**src/rtl/fb_pkg.sv**
```systemverilog
`default_nettype none
// +--------------------------------------------------------------------------+
// | Module      : fb_pkg                                                     |
// | Description : Shared constants and types for the framebuffer access      |
// |               scheduler: image geometry, fetch FSM encoding, read-tag    |
// |               source codes and a byte-lane extraction helper.            |
// | Revision    : 1.0 - initial release                                      |
// +--------------------------------------------------------------------------+
package fb_pkg;

  // Default image box geometry (pixels), 4 pixels per 32-bit RAM word
  localparam int IMG_W           = 300;
  localparam int IMG_H           = 300;
  localparam int WORDS_PER_FRAME = IMG_W * IMG_H / 4;

  // Display fetch FSM
  typedef enum logic [1:0] {
    ST_IDLE  = 2'd0,
    ST_FETCH = 2'd1,
    ST_DONE  = 2'd2
  } fetch_state_e;

  // Source tag carried alongside every RAM read
  localparam logic SRC_DISP = 1'b0;
  localparam logic SRC_CPU  = 1'b1;

  // Little-endian pixel extraction: lane i is byte [8i+7:8i]
  function automatic logic [7:0] word_byte(input logic [31:0] w, input logic [1:0] lane);
    return w[{lane, 3'b000} +: 8];
  endfunction

endpackage
`default_nettype wire

```
**src/rtl/fb_pixel_fifo.sv**
```systemverilog
`default_nettype none
// +--------------------------------------------------------------------------+
// | Module      : fb_pixel_fifo                                              |
// | Description : Word FIFO for prefetched display data with a 32->8 byte    |
// |               unpacker on the read side.                                 |
// |   clk, reset  : clock, asynchronous active-high reset                    |
// |   flush       : empty the FIFO and rewind the byte lane                  |
// |   push/push_data : write one 32-bit word                                 |
// |   pop_req     : request one pixel                                        |
// |   count       : words currently stored                                   |
// |   pix_data/pix_valid : registered pixel, 1 cycle after pop_req           |
// |   empty_pop   : pop_req found the FIFO empty (combinational pulse)       |
// | Revision    : 1.0 - initial release                                      |
// +--------------------------------------------------------------------------+
module fb_pixel_fifo #(
  parameter int DEPTH = 8
) (
  input  logic                       clk,
  input  logic                       reset,
  input  logic                       flush,
  input  logic                       push,
  input  logic [31:0]                push_data,
  input  logic                       pop_req,
  output logic [$clog2(DEPTH):0]     count,
  output logic [7:0]                 pix_data,
  output logic                       pix_valid,
  output logic                       empty_pop
);
  import fb_pkg::*;

  localparam int PTR_W = $clog2(DEPTH);

  logic [31:0]      mem_q [DEPTH];
  logic [PTR_W-1:0] wr_ptr_q, wr_ptr_d;
  logic [PTR_W-1:0] rd_ptr_q, rd_ptr_d;
  logic [PTR_W:0]   count_q, count_d;
  logic [1:0]       lane_q, lane_d;
  logic [7:0]       pix_data_q, pix_data_d;
  logic             pix_valid_q, pix_valid_d;
  logic             word_pop;

  always_comb begin
    wr_ptr_d    = wr_ptr_q;
    rd_ptr_d    = rd_ptr_q;
    count_d     = count_q;
    lane_d      = lane_q;
    pix_data_d  = 8'd0;
    pix_valid_d = 1'b0;
    empty_pop   = 1'b0;
    word_pop    = 1'b0;

    if (pop_req) begin
      // An empty FIFO still answers with a valid zero pixel; the lane holds
      pix_valid_d = 1'b1;
      if (count_q == '0) begin
        empty_pop = 1'b1;
      end else begin
        pix_data_d = word_byte(mem_q[rd_ptr_q], lane_q);
        lane_d     = lane_q + 2'd1;
        word_pop   = (lane_q == 2'd3);
      end
    end

    if (push)     wr_ptr_d = wr_ptr_q + 1'b1;
    if (word_pop) rd_ptr_d = rd_ptr_q + 1'b1;
    if (push && !word_pop)      count_d = count_q + 1'b1;
    else if (!push && word_pop) count_d = count_q - 1'b1;

    if (flush) begin
      wr_ptr_d    = '0;
      rd_ptr_d    = '0;
      count_d     = '0;
      lane_d      = 2'd0;
      pix_data_d  = 8'd0;
      pix_valid_d = 1'b0;
      empty_pop   = 1'b0;
    end
  end

  always_ff @(posedge clk or posedge reset) begin
    if (reset) begin
      wr_ptr_q    <= '0;
      rd_ptr_q    <= '0;
      count_q     <= '0;
      lane_q      <= 2'd0;
      pix_data_q  <= 8'd0;
      pix_valid_q <= 1'b0;
    end else begin
      wr_ptr_q    <= wr_ptr_d;
      rd_ptr_q    <= rd_ptr_d;
      count_q     <= count_d;
      lane_q      <= lane_d;
      pix_data_q  <= pix_data_d;
      pix_valid_q <= pix_valid_d;
    end
  end

  // Storage needs no reset; pointers and count define what is valid
  always_ff @(posedge clk) begin
    if (push && !flush) mem_q[wr_ptr_q] <= push_data;
  end

  assign count     = count_q;
  assign pix_data  = pix_data_q;
  assign pix_valid = pix_valid_q;

endmodule
`default_nettype wire

```
**src/rtl/fb_access_scheduler.sv**
```systemverilog
`default_nettype none
// +--------------------------------------------------------------------------+
// | Module      : fb_access_scheduler                                        |
// | Description : Shares a single-port 32-bit framebuffer RAM between the    |
// |               display prefetch and CPU accesses.                         |
// |   clk, reset            : clock, asynchronous active-high reset          |
// |   frame_start, pix_req  : from the VGA timing generator                  |
// |   pix_data, pix_valid   : pixel to the display, 1 cycle after pix_req    |
// |   underrun              : sticky per frame, a pix_req found no data      |
// |   cpu_req/we/addr/wdata : CPU request, held until cpu_ready              |
// |   cpu_ready             : combinational grant                            |
// |   cpu_rdata, cpu_rvalid : read return, 2 cycles after acceptance         |
// |   mem_addr/we/wdata     : registered RAM command                         |
// |   mem_rdata             : RAM read data, 1 cycle after mem_addr          |
// | Revision    : 1.0 - initial release                                      |
// +--------------------------------------------------------------------------+
module fb_access_scheduler #(
  parameter int IMG_W        = fb_pkg::IMG_W,
  parameter int IMG_H        = fb_pkg::IMG_H,
  parameter int ADDR_W       = 15,
  parameter int BASE_ADDR    = 0,
  parameter int FIFO_DEPTH   = 8,
  parameter int CPU_MAX_WAIT = 16
) (
  input  logic              clk,
  input  logic              reset,
  input  logic              frame_start,
  input  logic              pix_req,
  output logic [7:0]        pix_data,
  output logic              pix_valid,
  output logic              underrun,
  input  logic              cpu_req,
  input  logic              cpu_we,
  input  logic [ADDR_W-1:0] cpu_addr,
  input  logic [31:0]       cpu_wdata,
  output logic              cpu_ready,
  output logic [31:0]       cpu_rdata,
  output logic              cpu_rvalid,
  output logic [ADDR_W-1:0] mem_addr,
  output logic              mem_we,
  output logic [31:0]       mem_wdata,
  input  logic [31:0]       mem_rdata
);
  import fb_pkg::*;

  localparam int WORDS  = IMG_W * IMG_H / 4;
  localparam int CNT_W  = (WORDS > 1) ? $clog2(WORDS) : 1;
  localparam int FCNT_W = $clog2(FIFO_DEPTH) + 1;
  localparam int WAIT_W = $clog2(CPU_MAX_WAIT + 1);

  localparam logic [ADDR_W-1:0] BASE_WORD = ADDR_W'(BASE_ADDR);
  localparam logic [CNT_W-1:0]  LAST_WORD = CNT_W'(WORDS - 1);
  localparam logic [FCNT_W:0]   DEPTH_CMP = (FCNT_W + 1)'(FIFO_DEPTH);
  localparam logic [WAIT_W-1:0] WAIT_MAX  = WAIT_W'(CPU_MAX_WAIT);

  fetch_state_e      state_q, state_d;
  logic [ADDR_W-1:0] fetch_addr_q, fetch_addr_d;
  logic [CNT_W-1:0]  fetch_cnt_q, fetch_cnt_d;
  logic              epoch_q, epoch_d;
  logic [WAIT_W-1:0] wait_cnt_q, wait_cnt_d;
  logic              underrun_q, underrun_d;

  logic [ADDR_W-1:0] mem_addr_q, mem_addr_d;
  logic              mem_we_q, mem_we_d;
  logic [31:0]       mem_wdata_q, mem_wdata_d;

  // Read tag pipeline: s1 = RAM sees the address, s2 = mem_rdata is valid
  logic s1_vld_q, s1_vld_d, s1_src_q, s1_src_d, s1_epoch_q, s1_epoch_d;
  logic s2_vld_q, s2_src_q, s2_epoch_q;

  logic [FCNT_W-1:0] fifo_count;
  logic [FCNT_W:0]   occupancy;
  logic              s1_disp, s2_disp;
  logic              disp_want, force_cpu, cpu_grant, disp_grant;
  logic              fifo_push, pop_req, empty_pop;

  assign s1_disp = s1_vld_q && (s1_src_q == SRC_DISP);
  assign s2_disp = s2_vld_q && (s2_src_q == SRC_DISP);

  // Arbitration. Reads still in the pipe count against FIFO space so a
  // granted fetch always finds room when its data returns.
  always_comb begin
    occupancy  = {1'b0, fifo_count} + {{FCNT_W{1'b0}}, s1_disp} + {{FCNT_W{1'b0}}, s2_disp};
    disp_want  = (state_q == ST_FETCH) && (occupancy < DEPTH_CMP);
    force_cpu  = cpu_req && (wait_cnt_q >= WAIT_MAX) && (fifo_count >= FCNT_W'(2));
    cpu_grant  = cpu_req && (force_cpu || !disp_want);
    disp_grant = disp_want && !force_cpu;
  end

  // Fetch FSM, address/word counters, CPU starvation counter, underrun
  always_comb begin
    state_d      = state_q;
    fetch_addr_d = fetch_addr_q;
    fetch_cnt_d  = fetch_cnt_q;
    epoch_d      = epoch_q;
    underrun_d   = underrun_q | empty_pop;
    wait_cnt_d   = wait_cnt_q;

    if (!cpu_req || cpu_grant)    wait_cnt_d = '0;
    else if (wait_cnt_q < WAIT_MAX) wait_cnt_d = wait_cnt_q + 1'b1;

    if (frame_start) begin
      // A fetch granted in this cycle carries the old epoch and is dropped
      state_d      = ST_FETCH;
      fetch_addr_d = BASE_WORD;
      fetch_cnt_d  = '0;
      epoch_d      = ~epoch_q;
      underrun_d   = 1'b0;
    end else if (disp_grant) begin
      fetch_addr_d = fetch_addr_q + 1'b1;
      fetch_cnt_d  = fetch_cnt_q + 1'b1;
      if (fetch_cnt_q == LAST_WORD) state_d = ST_DONE;
    end
  end

  // RAM command and read tag for the slot granted this cycle
  always_comb begin
    mem_addr_d  = mem_addr_q;
    mem_we_d    = 1'b0;
    mem_wdata_d = mem_wdata_q;
    s1_vld_d    = 1'b0;
    s1_src_d    = SRC_DISP;
    s1_epoch_d  = epoch_q;
    if (cpu_grant) begin
      mem_addr_d = cpu_addr;
      mem_we_d   = cpu_we;
      if (cpu_we) mem_wdata_d = cpu_wdata;
      s1_vld_d   = !cpu_we;
      s1_src_d   = SRC_CPU;
    end else if (disp_grant) begin
      mem_addr_d = fetch_addr_q;
      s1_vld_d   = 1'b1;
    end
  end

  always_ff @(posedge clk or posedge reset) begin
    if (reset) begin
      state_q      <= ST_IDLE;
      fetch_addr_q <= '0;
      fetch_cnt_q  <= '0;
      epoch_q      <= 1'b0;
      wait_cnt_q   <= '0;
      underrun_q   <= 1'b0;
      mem_addr_q   <= '0;
      mem_we_q     <= 1'b0;
      mem_wdata_q  <= '0;
      s1_vld_q     <= 1'b0;
      s1_src_q     <= SRC_DISP;
      s1_epoch_q   <= 1'b0;
      s2_vld_q     <= 1'b0;
      s2_src_q     <= SRC_DISP;
      s2_epoch_q   <= 1'b0;
    end else begin
      state_q      <= state_d;
      fetch_addr_q <= fetch_addr_d;
      fetch_cnt_q  <= fetch_cnt_d;
      epoch_q      <= epoch_d;
      wait_cnt_q   <= wait_cnt_d;
      underrun_q   <= underrun_d;
      mem_addr_q   <= mem_addr_d;
      mem_we_q     <= mem_we_d;
      mem_wdata_q  <= mem_wdata_d;
      s1_vld_q     <= s1_vld_d;
      s1_src_q     <= s1_src_d;
      s1_epoch_q   <= s1_epoch_d;
      s2_vld_q     <= s1_vld_q;
      s2_src_q     <= s1_src_q;
      s2_epoch_q   <= s1_epoch_q;
    end
  end

  // Display words fetched before the latest frame_start are discarded
  assign fifo_push = s2_disp && (s2_epoch_q == epoch_q);
  assign pop_req   = pix_req && !frame_start;

  fb_pixel_fifo #(
    .DEPTH(FIFO_DEPTH)
  ) u_pixel_fifo (
    .clk       (clk),
    .reset     (reset),
    .flush     (frame_start),
    .push      (fifo_push),
    .push_data (mem_rdata),
    .pop_req   (pop_req),
    .count     (fifo_count),
    .pix_data  (pix_data),
    .pix_valid (pix_valid),
    .empty_pop (empty_pop)
  );

  assign underrun   = underrun_q;
  assign cpu_ready  = cpu_grant;
  assign cpu_rvalid = s2_vld_q && (s2_src_q == SRC_CPU);
  assign cpu_rdata  = cpu_rvalid ? mem_rdata : 32'd0;
  assign mem_addr   = mem_addr_q;
  assign mem_we     = mem_we_q;
  assign mem_wdata  = mem_wdata_q;

endmodule
`default_nettype wire
```
**config.mk**
```make
export PLATFORM = sky130hd
export DESIGN_NAME = fb_access_scheduler
export DESIGN_NICKNAME = d
export VERILOG_FILES = /design/src/rtl/fb_pkg.sv /design/src/rtl/fb_pixel_fifo.sv /design/src/rtl/fb_access_scheduler.sv
export SDC_FILE = /design/constraint.sdc
export NUM_CORES = 1
export LEC_CHECK = 0
export CORE_MARGIN = 2
export CORE_UTILIZATION = 60
export DETAILED_ROUTE_END_ITERATION = 8
export PLACE_DENSITY = 0.86
export SLEW_MARGIN = 40
export SYNTH_ARGS = -nofsm -noshare
export SYNTH_HDL_FRONTEND = slang
export SYNTH_SLANG_ARGS = --single-unit
```
**constraint.sdc**
```tcl
create_clock -name clk -period 9.47 [get_ports clk]
set_input_delay 1.4205 -clock clk [delete_from_list [all_inputs] [get_ports clk]]
set_output_delay 1.4205 -clock clk [all_outputs]
set_load 0.005 [all_outputs]
```
==> summary.md <==
| Metric | Value |
|---|---|
| Status | `finished, final reports clean` |
| Number of clock sinks | `370` |
| Hold path cells | `0` |
| DRC | `0` |
| Vias in the first global route | `between 9000 and 10000` |
| CTS tree | `done` |
| RSZ-0062 raised after global routing | `no` |
| Post-synth EDFFs | `256` |
| Num CTS Buffers | `38` |
| Htree depth | `2` |
| Fraction of layout instances using a drive strength above 1 | `around 15%` |
| Clk root buf | `clkbuf_16` |
| Hold Startpoint | `s1_epoch_q` |
| Crit end category | `output pin` |
| Violation count after the first detailed-route iteration | `839` |
| Postcts setup bufs | `0` |
| Slowest Stage Delay on Critical Path | `about 560 ps` |
| Power per standard cell area | `roughly 240 nW/um2` |
| Yosys warns | `0` |
| Hold Vio Cnt, Final | `0` |
| Post_cts resized | `0` |
| Via count | `9619` |
| Nets | `between 1000 and 1500` |
| Die X | `around 160 um` |
| Final Skew | `~18 ps` |
| Total grt overflow | `0` |
| Reg clk slew, reported paths | `about 60 ps` |
| Vias per cell | `about 6.3` |
| Initial antenna violation count | `3` |
| Routed Antenna Nets | `0` |
| Row cnt | `58` |
| Area grow syn2layout | `24.5%` |
| Worst-skew pair later-pin latency | `roughly 530 ps` |
| Cell variety after synth | `55` |
| Synth Area per Inst | `about 16 um2` |
| IO Port Bufs | `approximately 180` |
| R2R depth | `7` |
| Mapped Area | `15300 um2` |
| Hold EP | `s2_epoch_q` |
| Gr usage total | `a little over a quarter` |
| Sequential fraction of the synthesis area | `68.9%` |
| First-pass DRT Iterations | `5` |
| Most frequent cells in the layout | `edfxtp_1 (256), clkdlybuf4s50_1 (175), dfrtp_1 (111), mux2i_1 (82), mux2_2 (47)` |
| Core box area | `roughly 25000 um2` |
| Rel. slew slack | `about 44%` |
| Most Frequent Cell on Critical Path | `clkdlybuf4s50_1` |
| WS Path Type | `primary input to output pin` |
| WP data required | `about 8100 ps` |
| Final setup viols | `0` |
| Worst Path Max Fanout | `19` |
| Final setup TNS | `0 ps` |
| Critical path cell sequence | `clkdlybuf4s50_1 > buf_4 > o211ai_2 > and2_1 > a21oi_1 > clkdlybuf4s50_1` |
| Clock tree buffer depth | `3` |
| R2R Setup Slk | `between 6000 and 7000 ps` |
| Hold WC Path Type | `register to register` |
| Min Clock Period, post-route | `4960 ps` |
| Peak Freq | `201 MHz` |
| Largest net degree at the start of global routing | `73` |
| GRT Max-Usage Layer | `met2` |
| GRT met1 Usage | `roughly 36%` |
| Max-cap violations | `0` |
| Yosys reg bits | `370` |
| Startpoint class of the critical path | `primary input` |
| Die H | `164 um` |
| Final wirelength | `roughly 36000 um` |
| GPL Wtd Cong | `0.784` |
| WL per Instance | `24.0 um` |
| RR Endpoint | `mem_addr[0]` |
| DP HPWL | `22300 um` |
| First-pass GRT wire length | `55700 um` |
| Hold Buf Count CTS | `0` |
| Worst slew pin tran | `about 840 ps` |
| Slowest stage cell, crit path | `clkdlybuf4s50_1` |
| LEAKAGE | `around 6.7 nW` |
| Syn_nets | `1066` |
| Synth Flop Type | `edfxtp_1` |
| Max VDD drop | `0.166 mV` |
| CP arrival | `3540 ps` |
| Main area contributors after synthesis | `edfxtp_1 (50%), dfrtp_1 (19%), mux2i_1 (5.4%)` |
| Routing usage on met3 | `approximately 5.5%` |
| Final period util | `a little over half` |
| GR Util met2 | `around 46%` |
| Max Slew Vio Count | `0` |
| Initial Util | `60.9%` |
| Area leader, netlist | `edfxtp_1` |
| Fill count | `~1400` |
| Commonest non-fill, non-tap cell in the layout | `edfxtp_1` |
| I/O pins | `about 180` |
| Yosys top cell area share | `approximately half` |
| Async set or reset register ratio after synthesis | `30.8%` |
| Util after Layout | `75.8%` |
| Die area | `26800 um2` |
| Synthesized netlist cell count | `971` |
| R2r startpoint | `s2_vld_q` |
==> cells in the mapped netlist (all sizes together), types with 2 or more instances <==
| library cell | n |
|---|---|
| a211oi | 2 |
| nor4bb | 2 |
| mux4 | 32 |
| o211ai | 3 |
| nor4 | 5 |
| a22oi | 40 |
| nand4 | 13 |
| buf | 34 |
| clkbuf | 20 |
| mux2i | 82 |
| edfxtp | 256 |
| inv | 10 |
| nor2 | 27 |
| xor2 | 9 |
| o31ai | 16 |
| nand2 | 28 |
| o21ai | 13 |
| nor3b | 5 |
| nor4b | 3 |
| nand2b | 8 |
| nand3 | 33 |
| nor3 | 20 |
| ha | 9 |
| or3 | 5 |
| dfrtp | 114 |
| nor2b | 12 |
| xnor2 | 2 |
| and3b | 2 |
| mux2 | 47 |
| a21oi | 43 |
| and4 | 5 |
| and3 | 35 |
| or4 | 18 |
| and2 | 5 |
==> cells by family after synthesis <==
family	share of synthesized area, %
flip-flops	68.9
AND/OR/NAND/NOR	8.81
XOR/XNOR	0.630
AO/OA/AOI/OAI	5.39
buffers and inverters	1.85
multiplexers	13.5
adder cells (fa/ha/maj)	0.867
==> area by class of cell <==
type	instances	area [um2]	share of cell area [%]
clock buffers	50	1030	5.40
repair buffers	201	2140	11.2
clock inverters	20	315	1.66
well taps	330	413	2.17
flip-flops and latches	370	10500	55.4
inverters	10	40.0	0.210
diodes	2	5.00	0.0263
multi-input cells	537	4550	23.9
==> per-stage QoR <==
stage / setup slack [ps] / hold slack [ps] / area (um2) / std cells / power, mW
finish: 4510 / 368 / 19000 / 1520 / 4.54
global placement: 4620 / 333 / 17400 / 1435 / 2.89
CTS: 4500 / 367 / 19000 / 1518 / 4.55
global route: 4360 / 364 / 19000 / 1519 / 4.71
floorplan: 4830 / 331 / 15300 / 971 / 2.51
detailed placement: 4520 / 346 / 17700 / 1448 / 2.95
==> state kept, by name (all words and copies together), names as in the netlist, 2 cells and up <==
register	flops
fetch_addr_q	15
fetch_cnt_q	15
mem_addr	15
mem_wdata	32
state_q	2
u_pixel_fifo.count	4
u_pixel_fifo.lane_q	2
u_pixel_fifo.mem_q	256
u_pixel_fifo.pix_data	8
u_pixel_fifo.rd_ptr_q	3
u_pixel_fifo.wr_ptr_q	3
wait_cnt_q	5
==> worst max-delay path by stage <==
stage	from	to	cells past startpoint
5_1_grt	s2_vld_q	cpu_ready	7
4_1_cts	cpu_req	cpu_ready	6
6_report	cpu_req	cpu_ready	6
3_5_place_dp	cpu_req	cpu_ready	6
2_1_floorplan	frame_start	u_pixel_fifo.mem_q[0][0]	4
3_3_place_gp	cpu_req	cpu_ready	6
==> report_power, final <==
| part | leakage (nW) | internal (mW) | total [mW] | switching, mW |
|---|---|---|---|---|
| clock | 0.652 | 0.986 | 1.59 | 0.601 |
| combinational | 2.30 | 0.429 | 0.853 | 0.424 |
| sequential | 3.80 | 1.97 | 2.10 | 0.138 |
| total | 6.75 | 3.38 | 4.54 | 1.16 |
==> worst max-delay path, delay by kind of cell <==
family                 cells  cell delay (ps)
and+or+nand+nor            1              310
buffers and inverters      3             1330
AOI/OAI and AO/OA          2              480
==> layer usage <==
layer	up-vias	part of all wire, %
met2	403	52
met3	92	6.4
li1	4205	-
met1	4919	39
met5	-	0
met4	0	3.2
Power figures use the tool's default switching activity.
